--- src/rtl/sirius_fetch_pkg.sv ---
// Shared types and constants for the instruction fetch controller.
package sirius_fetch_pkg;

    typedef enum logic [1:0] {
        IDLE,
        REQ,
        WAIT,
        DROP
    } fetch_state_t;

    localparam int FETCH_BYTES = 8;
    localparam int INST_W      = 32;
    // Address bit selecting the upper word of an aligned fetch block.
    localparam int HALF_BIT    = $clog2(FETCH_BYTES) - 1;

endpackage

--- src/rtl/fetch_sat_cnt.sv ---
// Saturating event counter: increments on inc, holds at all-ones, clears on rst.
module fetch_sat_cnt #(
    parameter int CNT_W = 32
) (
    input  logic             clk,
    input  logic             rst,
    input  logic             inc,
    output logic [CNT_W-1:0] cnt
);

    localparam logic [CNT_W-1:0] ONE = {{(CNT_W-1){1'b0}}, 1'b1};

    logic [CNT_W-1:0] cnt_q;
    logic [CNT_W-1:0] cnt_d;

    always_comb begin
        cnt_d = cnt_q;
        if (inc && (cnt_q != {CNT_W{1'b1}})) begin
            cnt_d = cnt_q + ONE;
        end
    end

    always_ff @(posedge clk) begin
        if (rst) begin
            cnt_q <= '0;
        end else begin
            cnt_q <= cnt_d;
        end
    end

    assign cnt = cnt_q;

endmodule

--- src/rtl/fetch_ctrl.sv ---
// Instruction fetch sequencer: one outstanding I-cache request, pushes returned
// instructions into the inst FIFO and discards responses made stale by redirects.
module fetch_ctrl
    import sirius_fetch_pkg::*;
#(
    parameter int CNT_W = 32
) (
    input  logic             clk,
    input  logic             rst,
    input  logic [31:0]      pc_address,
    input  logic             redirect,
    input  logic             fifo_full,
    output logic             pc_en,
    output logic             inst_ok_1,
    output logic             inst_ok_2,
    output logic             pc_stall,
    output logic             ic_req,
    output logic [31:0]      ic_addr,
    input  logic             ic_addr_ok,
    input  logic             ic_data_ok,
    input  logic [63:0]      ic_rdata,
    output logic             fifo_push,
    output logic [1:0]       fifo_cnt,
    output logic [31:0]      fifo_inst0,
    output logic [31:0]      fifo_inst1,
    output logic [31:0]      fifo_pc0,
    output logic [CNT_W-1:0] stat_fetch,
    output logic [CNT_W-1:0] stat_drop
);

    fetch_state_t state_q;
    fetch_state_t state_d;
    logic [31:0]  req_pc_q;
    logic [31:0]  req_pc_d;
    logic         push;
    logic         drop;
    logic         odd_half;

    always_ff @(posedge clk) begin
        if (rst) begin
            state_q <= IDLE;
        end else begin
            state_q <= state_d;
        end
    end

    always_ff @(posedge clk) begin
        req_pc_q <= req_pc_d;
    end

    always_comb begin
        state_d  = state_q;
        req_pc_d = req_pc_q;
        push     = 1'b0;
        drop     = 1'b0;
        unique case (state_q)
            IDLE: begin
                // FIFO space for a whole fetch is reserved here, before issuing.
                if (!redirect && !fifo_full) begin
                    state_d = REQ;
                end
            end
            REQ: begin
                if (ic_addr_ok) begin
                    req_pc_d = pc_address;
                    state_d  = redirect ? DROP : WAIT;
                end
            end
            WAIT: begin
                if (ic_data_ok) begin
                    state_d = IDLE;
                    if (redirect) begin
                        drop = 1'b1;
                    end else begin
                        push = 1'b1;
                    end
                end else if (redirect) begin
                    state_d = DROP;
                end
            end
            DROP: begin
                if (ic_data_ok) begin
                    drop    = 1'b1;
                    state_d = IDLE;
                end
            end
            default: state_d = IDLE;
        endcase
        if (rst) begin
            push = 1'b0;
            drop = 1'b0;
        end
    end

    // An odd-word PC only consumes the upper half of the returned block.
    assign odd_half = req_pc_q[HALF_BIT];

    always_comb begin
        ic_req     = !rst && (state_q == REQ);
        ic_addr    = ic_req ? {pc_address[31:2], 2'b00} : 32'd0;
        pc_en      = !rst && (redirect || push);
        pc_stall   = !rst && !push && fifo_full;
        fifo_push  = push;
        inst_ok_1  = push;
        inst_ok_2  = push && !odd_half;
        fifo_cnt   = 2'd0;
        fifo_inst0 = 32'd0;
        fifo_inst1 = 32'd0;
        fifo_pc0   = 32'd0;
        if (push) begin
            fifo_pc0 = req_pc_q;
            if (odd_half) begin
                fifo_cnt   = 2'd1;
                fifo_inst0 = ic_rdata[2*INST_W-1:INST_W];
            end else begin
                fifo_cnt   = 2'd2;
                fifo_inst0 = ic_rdata[INST_W-1:0];
                fifo_inst1 = ic_rdata[2*INST_W-1:INST_W];
            end
        end
    end

    fetch_sat_cnt #(.CNT_W(CNT_W)) u_fetch_cnt (
        .clk (clk),
        .rst (rst),
        .inc (push),
        .cnt (stat_fetch)
    );

    fetch_sat_cnt #(.CNT_W(CNT_W)) u_drop_cnt (
        .clk (clk),
        .rst (rst),
        .inc (drop),
        .cnt (stat_drop)
    );

endmodule

--- config.mk ---
export PLATFORM = sky130hd
export DESIGN_NAME = fetch_ctrl
export DESIGN_NICKNAME = d
export VERILOG_FILES = /design/src/rtl/sirius_fetch_pkg.sv /design/src/rtl/fetch_sat_cnt.sv /design/src/rtl/fetch_ctrl.sv
export SDC_FILE = /design/constraint.sdc
export NUM_CORES = 1
export LEC_CHECK = 0
export ABC_AREA = 1
export BUFFER_PORTS_ARGS = -buffer_cell sky130_fd_sc_hd__buf_2
export CAP_MARGIN = 20
export CORE_AREA = 2 2 127 129
export CTS_BUF_LIST = sky130_fd_sc_hd__clkbuf_4
export DETAILED_ROUTE_END_ITERATION = 10
export DIE_AREA = 0 0 129 131
export GPL_ROUTABILITY_DRIVEN = 0
export GPL_TIMING_DRIVEN = 0
export PLACE_DENSITY = 0.74
export SYNTH_ARGS = -nofsm -noshare
export SYNTH_HDL_FRONTEND = slang
export SYNTH_SLANG_ARGS = --single-unit
--- constraint.sdc ---
create_clock -name clk -period 3.1 [get_ports clk]
set_input_delay 0.155 -clock clk [delete_from_list [all_inputs] [get_ports clk]]
set_output_delay 0.155 -clock clk [all_outputs]
set_load 0.02 [all_outputs]
# Yosys cells after proc, flatten, opt, wreduce, memory -nomap -nowiden
# Index checks and enable logic that the tools add are counted.
dict set report word_totals {
  output_inout_bits 200
  register_bits 98
}
dict set report classes {
  muxes 24
  reduce_logical 17
  n_addsub 2
  eq_ne 9
}
# op count
set op_table {}
lappend op_table {{$mux W32} 6}
lappend op_table {{$add A32 B1 Y32 const B} 2}
lappend op_table {{$ne A32 B32 Y1 const B} 2}
lappend op_table {{$mux W2} 7}
lappend op_table {{$mux W1} 9}
lappend op_table {{$logic_and A1 B1 Y1} 8}
lappend op_table {{$pmux W2 S4} 1}
lappend op_table {{$ne A2 B2 Y1 const B} 3}
lappend op_table {{$logic_not A1 Y1} 5}
lappend op_table {{$eq A2 B2 Y1 const B} 2}
lappend op_table {{$reduce_and A4 Y1} 1}
lappend op_table {{$ne A3 B3 Y1 const B} 1}
lappend op_table {{$eq A2 B1 Y1 const B} 1}
lappend op_table {{$logic_not A2 Y1} 1}
lappend op_table {{$pmux W1 S2} 1}
lappend op_table {{$reduce_and A2 Y1} 1}
lappend op_table {{$logic_or A1 B1 Y1} 1}

# Depth between registers and ports, before layout
# Gate-level depths: netlist of run 1.
dict set report depth {
  word_depth 7
  ltp_mapped 11
  ltp_nobuf 11
}

# Cells and area by module
# From an unflattened synthesis of run 1, not the netlist that was laid out.
dict set report unflattened {
  cells_unflattened 996
  area_unflattened_um2 6442.4
}
# module n_inst area_each_um2 cells_per_inst
set by_module_without_submodules {}
lappend by_module_without_submodules {fetch_sat_cnt 2 2062.0 324}
lappend by_module_without_submodules {fetch_ctrl 1 2318.5 348}

# Least setup slack after synthesis of run 1
# No wires, ideal clock.
dict set report synth_path {
  path_kind {flip-flop to flip-flop}
  start {register state_q[0]}
  end {register req_pc_q[0], enable pin}
  synth_period_minus_slack_ns 2.313
  required_ns 2.679
  path_slack_ns 0.787
  stages_incl_launch_ff 3
  arrival_time_ns 1.892
  path_buffers 0
  path_cell_list {dfxtp_1 nand2_1 nor2_1}
}
dict set report synth_via {
  elab_chain_cells 2
}
# element line
set synth_lines {}
lappend synth_lines {{start: declaration} fetch_ctrl.sv:31} ;# fetch_state_t state_q;
lappend synth_lines {{start signal: assignment} fetch_ctrl.sv:43} ;# state_q <= state_d;
lappend synth_lines {{$eq A2 B1 Y1} fetch_ctrl.sv:56} ;# unique case (state_q)
lappend synth_lines {{$reduce_and A2 Y1 (no source line)} -}
lappend synth_lines {{end signal: assignment} fetch_ctrl.sv:48} ;# req_pc_q <= req_pc_d;
lappend synth_lines {{end: declaration} fetch_ctrl.sv:33} ;# logic [31:0] req_pc_q;
# Every way passes these cells.
# A chain may end at the register's enable or synchronous reset.

# Worst setup path after layout of run 1
dict set report layout_path {
  start {register state_q[1]}
  end {output fifo_inst0[11]}
}
dict set report layout_via {
  elab_chain_cells 4
}
# element line
set layout_lines {}
lappend layout_lines {{$eq A2 B2 Y1} fetch_ctrl.sv:56}
lappend layout_lines {{$mux W1} fetch_ctrl.sv:56}
lappend layout_lines {{$mux W1} fetch_ctrl.sv:89} ;# if (rst) begin
lappend layout_lines {{$mux W32} fetch_ctrl.sv:110} ;# if (push) begin
lappend layout_lines {{end: declaration} fetch_ctrl.sv:24} ;# output logic [31:0] fifo_inst0,
# Every way passes these cells.

==> results.toml, run 1 <==
[run_status]
outcome = "complete, no violations"

[finish]
fill_cells = 1579
area_growth_pct = 37.67
antenna_cells = 0
finish.net_count = 1436
stdcell_count = 1553
layout-drive-gt1-share_pct = 26.33

[min_path]
hp-class = "primary input to register"
min_path_cells = 4
holdPathEnd = "state_q[1]$_SDFFE_PP0P_"
holdCritStartpoint = "fifo_full"

[critical_path]
reg2reg_from = "u_drop_cnt.cnt[0]$_SDFFE_PP0P_"
slowest_stage = "dfxtp_1"
end_kind = "primary output"
cpMostUsedCell = "nor2_2"
critPathKind = "register to primary output"
critPathTopFamily = "simple AND/OR/NAND/NOR gates"
required_ns = 2.94
cp_max_fo = 10
slowest_delay_ns = 0.50
critPathArrivalTime_ns = 2.66
ff2ff_path_depth = 9
critPathBufInv = 3
start_kind = "register"
reg2reg_to = "u_drop_cnt.cnt[31]$_SDFFE_PP0P_"
crit_chain = "nand2_2 > nor2_2 > nand2_4 > nor2_2 > inv_1 > clkbuf_1 > o21ai_0 > buf_2"
reg2reg_slack_ns = 1.10

[global_route]
overflow = 0
grt_usage_pct = 23.83
grt_pass1_vias = 6365
grt_pass1_wl_um = 31660
grt_max_degree = 33
antenna_found_initial = 0

[sta]
drv_slew = 0
worst_slack_ns = 0.2855
hold_viol_final = 0
timing.final.crit_share_pct = 90.79
tightest_slew_ns = 0.9111
fmax_ghz = 0.3553
rsz0062_at_grt = "no"
fin_setup_tns_ns = 0
setup_viol = 0
fin_skew_ns = 0.02534
relSlewSlack_pct = 39.12
layout_min_cycle_time_ns = 2.814
holdWs_ns = 0.06599

[synthesis]
synth_warnings = 0
synth_area_leaders = "dfxtp_1 22%, edfxtp_1 16%, nor2_1 16%"
synth_flop_cell = "dfxtp_1"
netlist_top_cells_count = "253 x nor2_1, 229 x nand2_1, 157 x inv_1"
synth_top_area_share_pct = 21.75
yosysSeqAreaShare_pct = 37.57
syn_inst = 988
synth_area_per_cell_um2 = 6.148
ys_seq_elements = 98
ys_types = 32
yosys.area.top_type = "dfxtp_1"
synth_most_common_cell = "nor2_1"
synth-edff-count = 32
async_flop_share_pct = 0
syn_area_mm2 = 0.006075

[flow_run]
cap_violations = 0

[pwr]
ir_drop_uv = 240.7
leakagePower_nw = 4.455
finalPower_w = 0.002702
cellPowerDensity_mw_per_mm2 = 323.1

[floorplanning]
die_w_um = 129
initial_utilization_pct = 38.95
core-area_mm2 = 0.01560
io-pin-count = 302
die_h_um = 131
die-area_mm2 = 0.01690
row_count = 46

[drt]
wl_met3_um = 1552
post_drt_wl_per_cell_um = 13.72
vias = 7399
ant_nets = 0
drt_first_pass_iters = 5
drtIter0Drc = 420
routed_wl_um = 21300
vias_per_cell = 4.764
route.detailed.drc = 0
wl_met2_um = 10280
routed.top_layer = "met4"
wl_met1_um = 8823

[clock_network]
cts_buffers = 9
cts.reportedPaths.clkPinSlew_ns = 0.14
clock_latency_ns = 0.49
clock_path_buffers = 2
root_buffer = "clkbuf_4"
h-tree-depth = 3
cts_tree = "yes"
clkSinkCount = 98

[placed_design]
dp.cells = 1504
portBuffers = 299
pre_cts_slack_ns = 0.6967
dpl.hpwl_um = 16330
-- registers in the layout (all words and copies together), names as in the netlist --
register / flops
u_drop_cnt.cnt: 32
state_q: 2
u_fetch_cnt.cnt: 32
req_pc_q: 32
-- cell type report --
class                   instances  area (um^2)  share of cell area [%]
multi-input cells             694         3027                   36.19
flip-flops and latches         98         2282                   27.29
repair buffers                332         1827                   21.84
inverters                     160        600.6                   7.181
well taps                     216        270.3                   3.232
plain buffers                  37        176.4                   2.110
clock inverters                 6        105.1                   1.257
clock buffers                  10        75.07                  0.8977
-- placed cells by master, fill, tap and decap left out, types with 2 or more instances in the layout --
cell / n
o21ai_0: 36
nand4_1: 14
conb_1: 2
clkinv_1: 2
bufinv_16: 3
buf_4: 5
nand2_1: 229
dfxtp_1: 66
a21oi_1: 46
inv_2: 2
edfxtp_1: 32
nor2_2: 9
nand3b_1: 3
inv_1: 157
clkbuf_1: 19
xor2_1: 8
buf_1: 3
nor3_1: 2
nor2_1: 252
and2_1: 2
nand3_1: 68
nand2_2: 5
dlygate4sd3_1: 33
buf_2: 308
a31oi_1: 3
o22ai_1: 2
nor2_4: 5
ha_1: 2
clkbuf_4: 10
-- what timing repair did --
action / 4_1_cts / 5_1_grt
endpoints found under the setup margin: 0 / 1
setup buffers: 0 / 0
endpoints found under the hold margin: 33 / 0
hold buffers: 33 / 0
resized for setup: 0 / 1
-- cells by family after synthesis --
| kind of cell | count (synthesis) | synth area share [%] |
|---|---|---|
| AOI/OAI and AO/OA | 89 | 7.477 |
| xor gates and xnor gates | 9 | 1.298 |
| adders and majority gates | 2 | 0.4119 |
| buffers and inverters | 197 | 12.79 |
| DFF | 98 | 37.57 |
| other | 1 | 0.06173 |
| and+or+nand+nor | 592 | 40.39 |
-- worst register-to-register path, stage by stage (launching register included) --
cell      delay (ns)
dfxtp_1         0.41
ha_1            0.21
nand2_1         0.07
nor2_2          0.20
nand2_1         0.08
nor2_1          0.14
nand3b_1        0.25
buf_2           0.30
a21oi_1         0.17
nor2_1          0.06
-- where the power goes --
group | internal (W) | leakage (nW) | total (W) | switching [W]
Clock | 0.000414 | 0.0983 | 0.000869 | 0.000455
Combinational | 0.000159 | 3.53 | 0.000431 | 0.000272
Sequential | 0.00138 | 0.825 | 0.00140 | 0.0000238
-- routing by layer --
metal / up-vias / GRT usage, %
met1: 3294 / 30.29
met4: 0 / 9.847
met3: 47 / 4.397
met5: - / 0
li1: 3725 / -
met2: 333 / 40.09
-- worst max-delay path by stage --
stage | start | to | slack (ns) | depth (start not counted)
floorplan | state_q[0]$_SDFFE_PP0P_ | req_pc_q[0]$_DFFE_PP_ | 0.79 | 2
global placement | state_q[0]$_SDFFE_PP0P_ | req_pc_q[9]$_DFFE_PP_ | 0.18 | 2
detailed placement | state_q[1]$_SDFFE_PP0P_ | fifo_inst0[21] | 0.70 | 8
CTS | state_q[1]$_SDFFE_PP0P_ | fifo_inst0[21] | 0.16 | 8
global route | state_q[1]$_SDFFE_PP0P_ | fifo_inst0[2] | 0.06 | 8
finish | state_q[1]$_SDFFE_PP0P_ | fifo_inst0[11] | 0.29 | 8
-- per-stage QoR --
step / util [%] / cell area, um^2
6_report: 53.62 / 8363
5_1_grt: 53.62 / 8363
4_1_cts: 53.62 / 8363
2_1_floorplan: - / 6078
3_3_place_gp: 50.30 / 7845
3_5_place_dp: 50.34 / 7853
No activity file was read; power rests on OpenSTA's default activity.
==> run 2: changes to the inputs <==
--- a/config.mk
+++ b/config.mk
@@ -5,16 +5,16 @@
 export SDC_FILE = /design/constraint.sdc
 export NUM_CORES = 1
 export LEC_CHECK = 0
-export ABC_AREA = 1
+export ABC_AREA = 0
 export BUFFER_PORTS_ARGS = -buffer_cell sky130_fd_sc_hd__buf_2
 export CAP_MARGIN = 20
-export CORE_AREA = 2 2 127 129
+export CORE_AREA = 2 2 121 123
 export CTS_BUF_LIST = sky130_fd_sc_hd__clkbuf_4
 export DETAILED_ROUTE_END_ITERATION = 10
-export DIE_AREA = 0 0 129 131
+export DIE_AREA = 0 0 123 125
 export GPL_ROUTABILITY_DRIVEN = 0
 export GPL_TIMING_DRIVEN = 0
-export PLACE_DENSITY = 0.74
+export PLACE_DENSITY = 0.76
 export SYNTH_ARGS = -nofsm -noshare
 export SYNTH_HDL_FRONTEND = slang
 export SYNTH_SLANG_ARGS = --single-unit
==> run 2 against run 1 <==
Total power fell by 17%. Cell area is 7.4% lower. Sequential cell count unchanged. Sequential share of layout area is 2.2 points higher. Highest routed layer unchanged. Register-to-register slack lost 0.53 ns. Hold slack better by 0.072 ns. Via count fell by 16%.
==> results.toml, run 2 <==
[synthesis]
syn_inst = 630
yosys.area.top_type = "dfxtp_1"
async_flop_share_pct = 0
synth_flop_cell = "dfxtp_1"
netlist_top_cells_count = "70 x nor2_1, 66 x and2_1, 66 x dfxtp_1"
synth_area_leaders = "dfxtp_1 24%, edfxtp_1 17%, and2_1 7.5%"
ys_types = 56
synth-edff-count = 32
synth_area_per_cell_um2 = 8.770
synth_top_area_share_pct = 23.91
syn_area_mm2 = 0.005525
yosysSeqAreaShare_pct = 41.30
ys_seq_elements = 98
synth_most_common_cell = "nor2_1"
synth_warnings = 0

[clock_network]
clock_latency_ns = 0.48
root_buffer = "clkbuf_4"
h-tree-depth = 3
post_cts_buffers = 0
cts.reportedPaths.clkPinSlew_ns = 0.15
clock_path_buffers = 2
cts_buffers = 9
clkSinkCount = 98
cts_tree = "yes"

[sta]
fin_setup_tns_ns = 0
fmax_ghz = 0.3490
timing.final.crit_share_pct = 92.42
tightest_slew_ns = 0.8778
holdWs_ns = 0.1381
layout_min_cycle_time_ns = 2.865
relSlewSlack_pct = 41.42
rsz0062_at_grt = "no"
setup_viol = 0
hold_viol_final = 0
drv_slew = 0
fin_skew_ns = 0.01647

[critical_path]
reg2reg_from = "u_drop_cnt.cnt[18]$_SDFFE_PP0P_"
cp_max_fo = 10
crit_start = "state_q[1]$_SDFFE_PP0P_"
ff2ff_path_depth = 6
end_kind = "primary output"
required_ns = 2.94
crit_chain = "buf_2 > and4bb_2 > nand2_1 > nor2_2 > clkbuf_1 > and2_1 > buf_2"
slowest_delay_ns = 0.39
critPathKind = "register to primary output"
critPathArrivalTime_ns = 2.71
start_kind = "register"
slowest_stage = "clkbuf_1"
cpMostUsedCell = "buf_2"

[global_route]
antenna_found_initial = 0
overflow = 0
grt_usage_pct = 24.70
grt_max_degree = 20
grt_pass1_wl_um = 29800
grt_pass1_vias = 5665

[drt]
routed_wl_um = 19600
post_drt_wl_per_cell_um = 16.81
vias = 6190
drt_first_pass_iters = 5
ant_nets = 0
drtIter0Drc = 355
vias_per_cell = 5.309
route.detailed.drc = 0

[placed_design]
portBuffers = 299
dpl.hpwl_um = 14640

[floorplanning]
initial_utilization_pct = 38.90
die_h_um = 125
io-pin-count = 302
row_count = 44
die-area_mm2 = 0.01538
core-area_mm2 = 0.01420
die_w_um = 123

[run_status]
outcome = "complete, no violations"

[finish]
mostFrequentLayoutCells = "304 x buf_2, 69 x nor2_1, 66 x and2_1, 66 x dfxtp_1, 41 x and3_1"
final_common_cell = "buf_2"
layout-drive-gt1-share_pct = 34.80
area_growth_pct = 40.15
finish.net_count = 1079
utilization_pct = 54.52

[min_path]
hp-class = "primary input to register"
holdCritStartpoint = "redirect"
min_path_cells = 5

[flow_run]
cap_violations = 0

[pwr]
ir_drop_uv = 288.8
finalPower_w = 0.002239
cellPowerDensity_mw_per_mm2 = 289.2
leakagePower_nw = 3.724
[run 2: cell types whose count changed after synthesis, moves of 12 or more]
cell | previous run | this run
and3_1 | 0 | 41
nor2_1 | 253 | 70
mux2i_1 | 0 | 37
or3_1 | 0 | 18
o21ai_0 | 37 | 7
xnor2_1 | 1 | 15
o21ai_1 | 0 | 12
a21oi_1 | 46 | 34
or4_1 | 0 | 13
nand2_1 | 229 | 27
and2_1 | 2 | 66
nand3_1 | 68 | 29
inv_1 | 157 | 7
[run 2: worst max-delay path, delay by kind of cell (launching register included)]
kind	cells	cell delay (ns)
and+or+nand+nor	4	1.12
buffers and inverters	3	0.78
DFF	1	0.33
[run 2: kinds of logic after synthesis]
kind of cell / after synthesis / share of synthesized area (%)
AO/OA/AOI/OAI: 92 / 10.42
multiplexers: 42 / 7.722
AND/OR/NAND/NOR: 324 / 33.13
buffers and inverters: 53 / 4.054
flip-flops: 98 / 41.30
adder cells (fa/ha/maj): 2 / 0.4528
XOR/XNOR: 18 / 2.853
other: 1 / 0.06787
[run 2: metrics by stage]
step                      instance area [um^2]  setup WS (ns)  instances
after detailed placement                  7295         0.5684       1115
after global placement                    7261         0.3402       1114
after CTS                                 7736         0.1428       1164
after global routing                      7739        0.02176       1164
after floorplan                           5534         0.7061        631
final                                     7744         0.2349       1166
[run 2: layer usage]
metal	vias up	global-route usage (%)	part of all wire [%]
met1	2905	33.37	44
met4	0	6.350	2.0
met5	-	0	0
met2	275	39.55	47
met3	25	6.022	7.1
li1	2985	-	-
[run 2: final timing paths]
kind	endpoint	slack, ns
max reg2reg	u_drop_cnt.cnt[31]$_SDFFE_PP0P_	0.57
min reg2reg	u_drop_cnt.cnt[1]$_SDFFE_PP0P_	0.50
max	fifo_inst1[21]	0.23
min	state_q[0]$_SDFFE_PP0P_	0.14
[run 2: cell type report]
cell class	instances	area, um^2
diodes	2	5.005
plain buffers	44	190.2
clock buffers	9	67.56
clock inverters	7	43.79
fillers	1318	6460
inverters	9	33.78
multi-input cells	480	3037
flip-flops and latches	98	2282
well taps	184	230.2
repair buffers	333	1854
[run 2: timing repair]
item                                    4_1_cts  5_1_grt
endpoints found under the hold margin        33        0
hold buffers                                 33        0
endpoints found under the setup margin        0       21
gates resized for setup                       0        1
[run 2: report_power, final]
| part | internal (W) | total [W] | switching, W |
|---|---|---|---|
| combinational | 0.000123 | 0.000269 | 0.000145 |
| sequential | 0.00134 | 0.00135 | 0.00000477 |
| clock | 0.000165 | 0.000624 | 0.000459 |
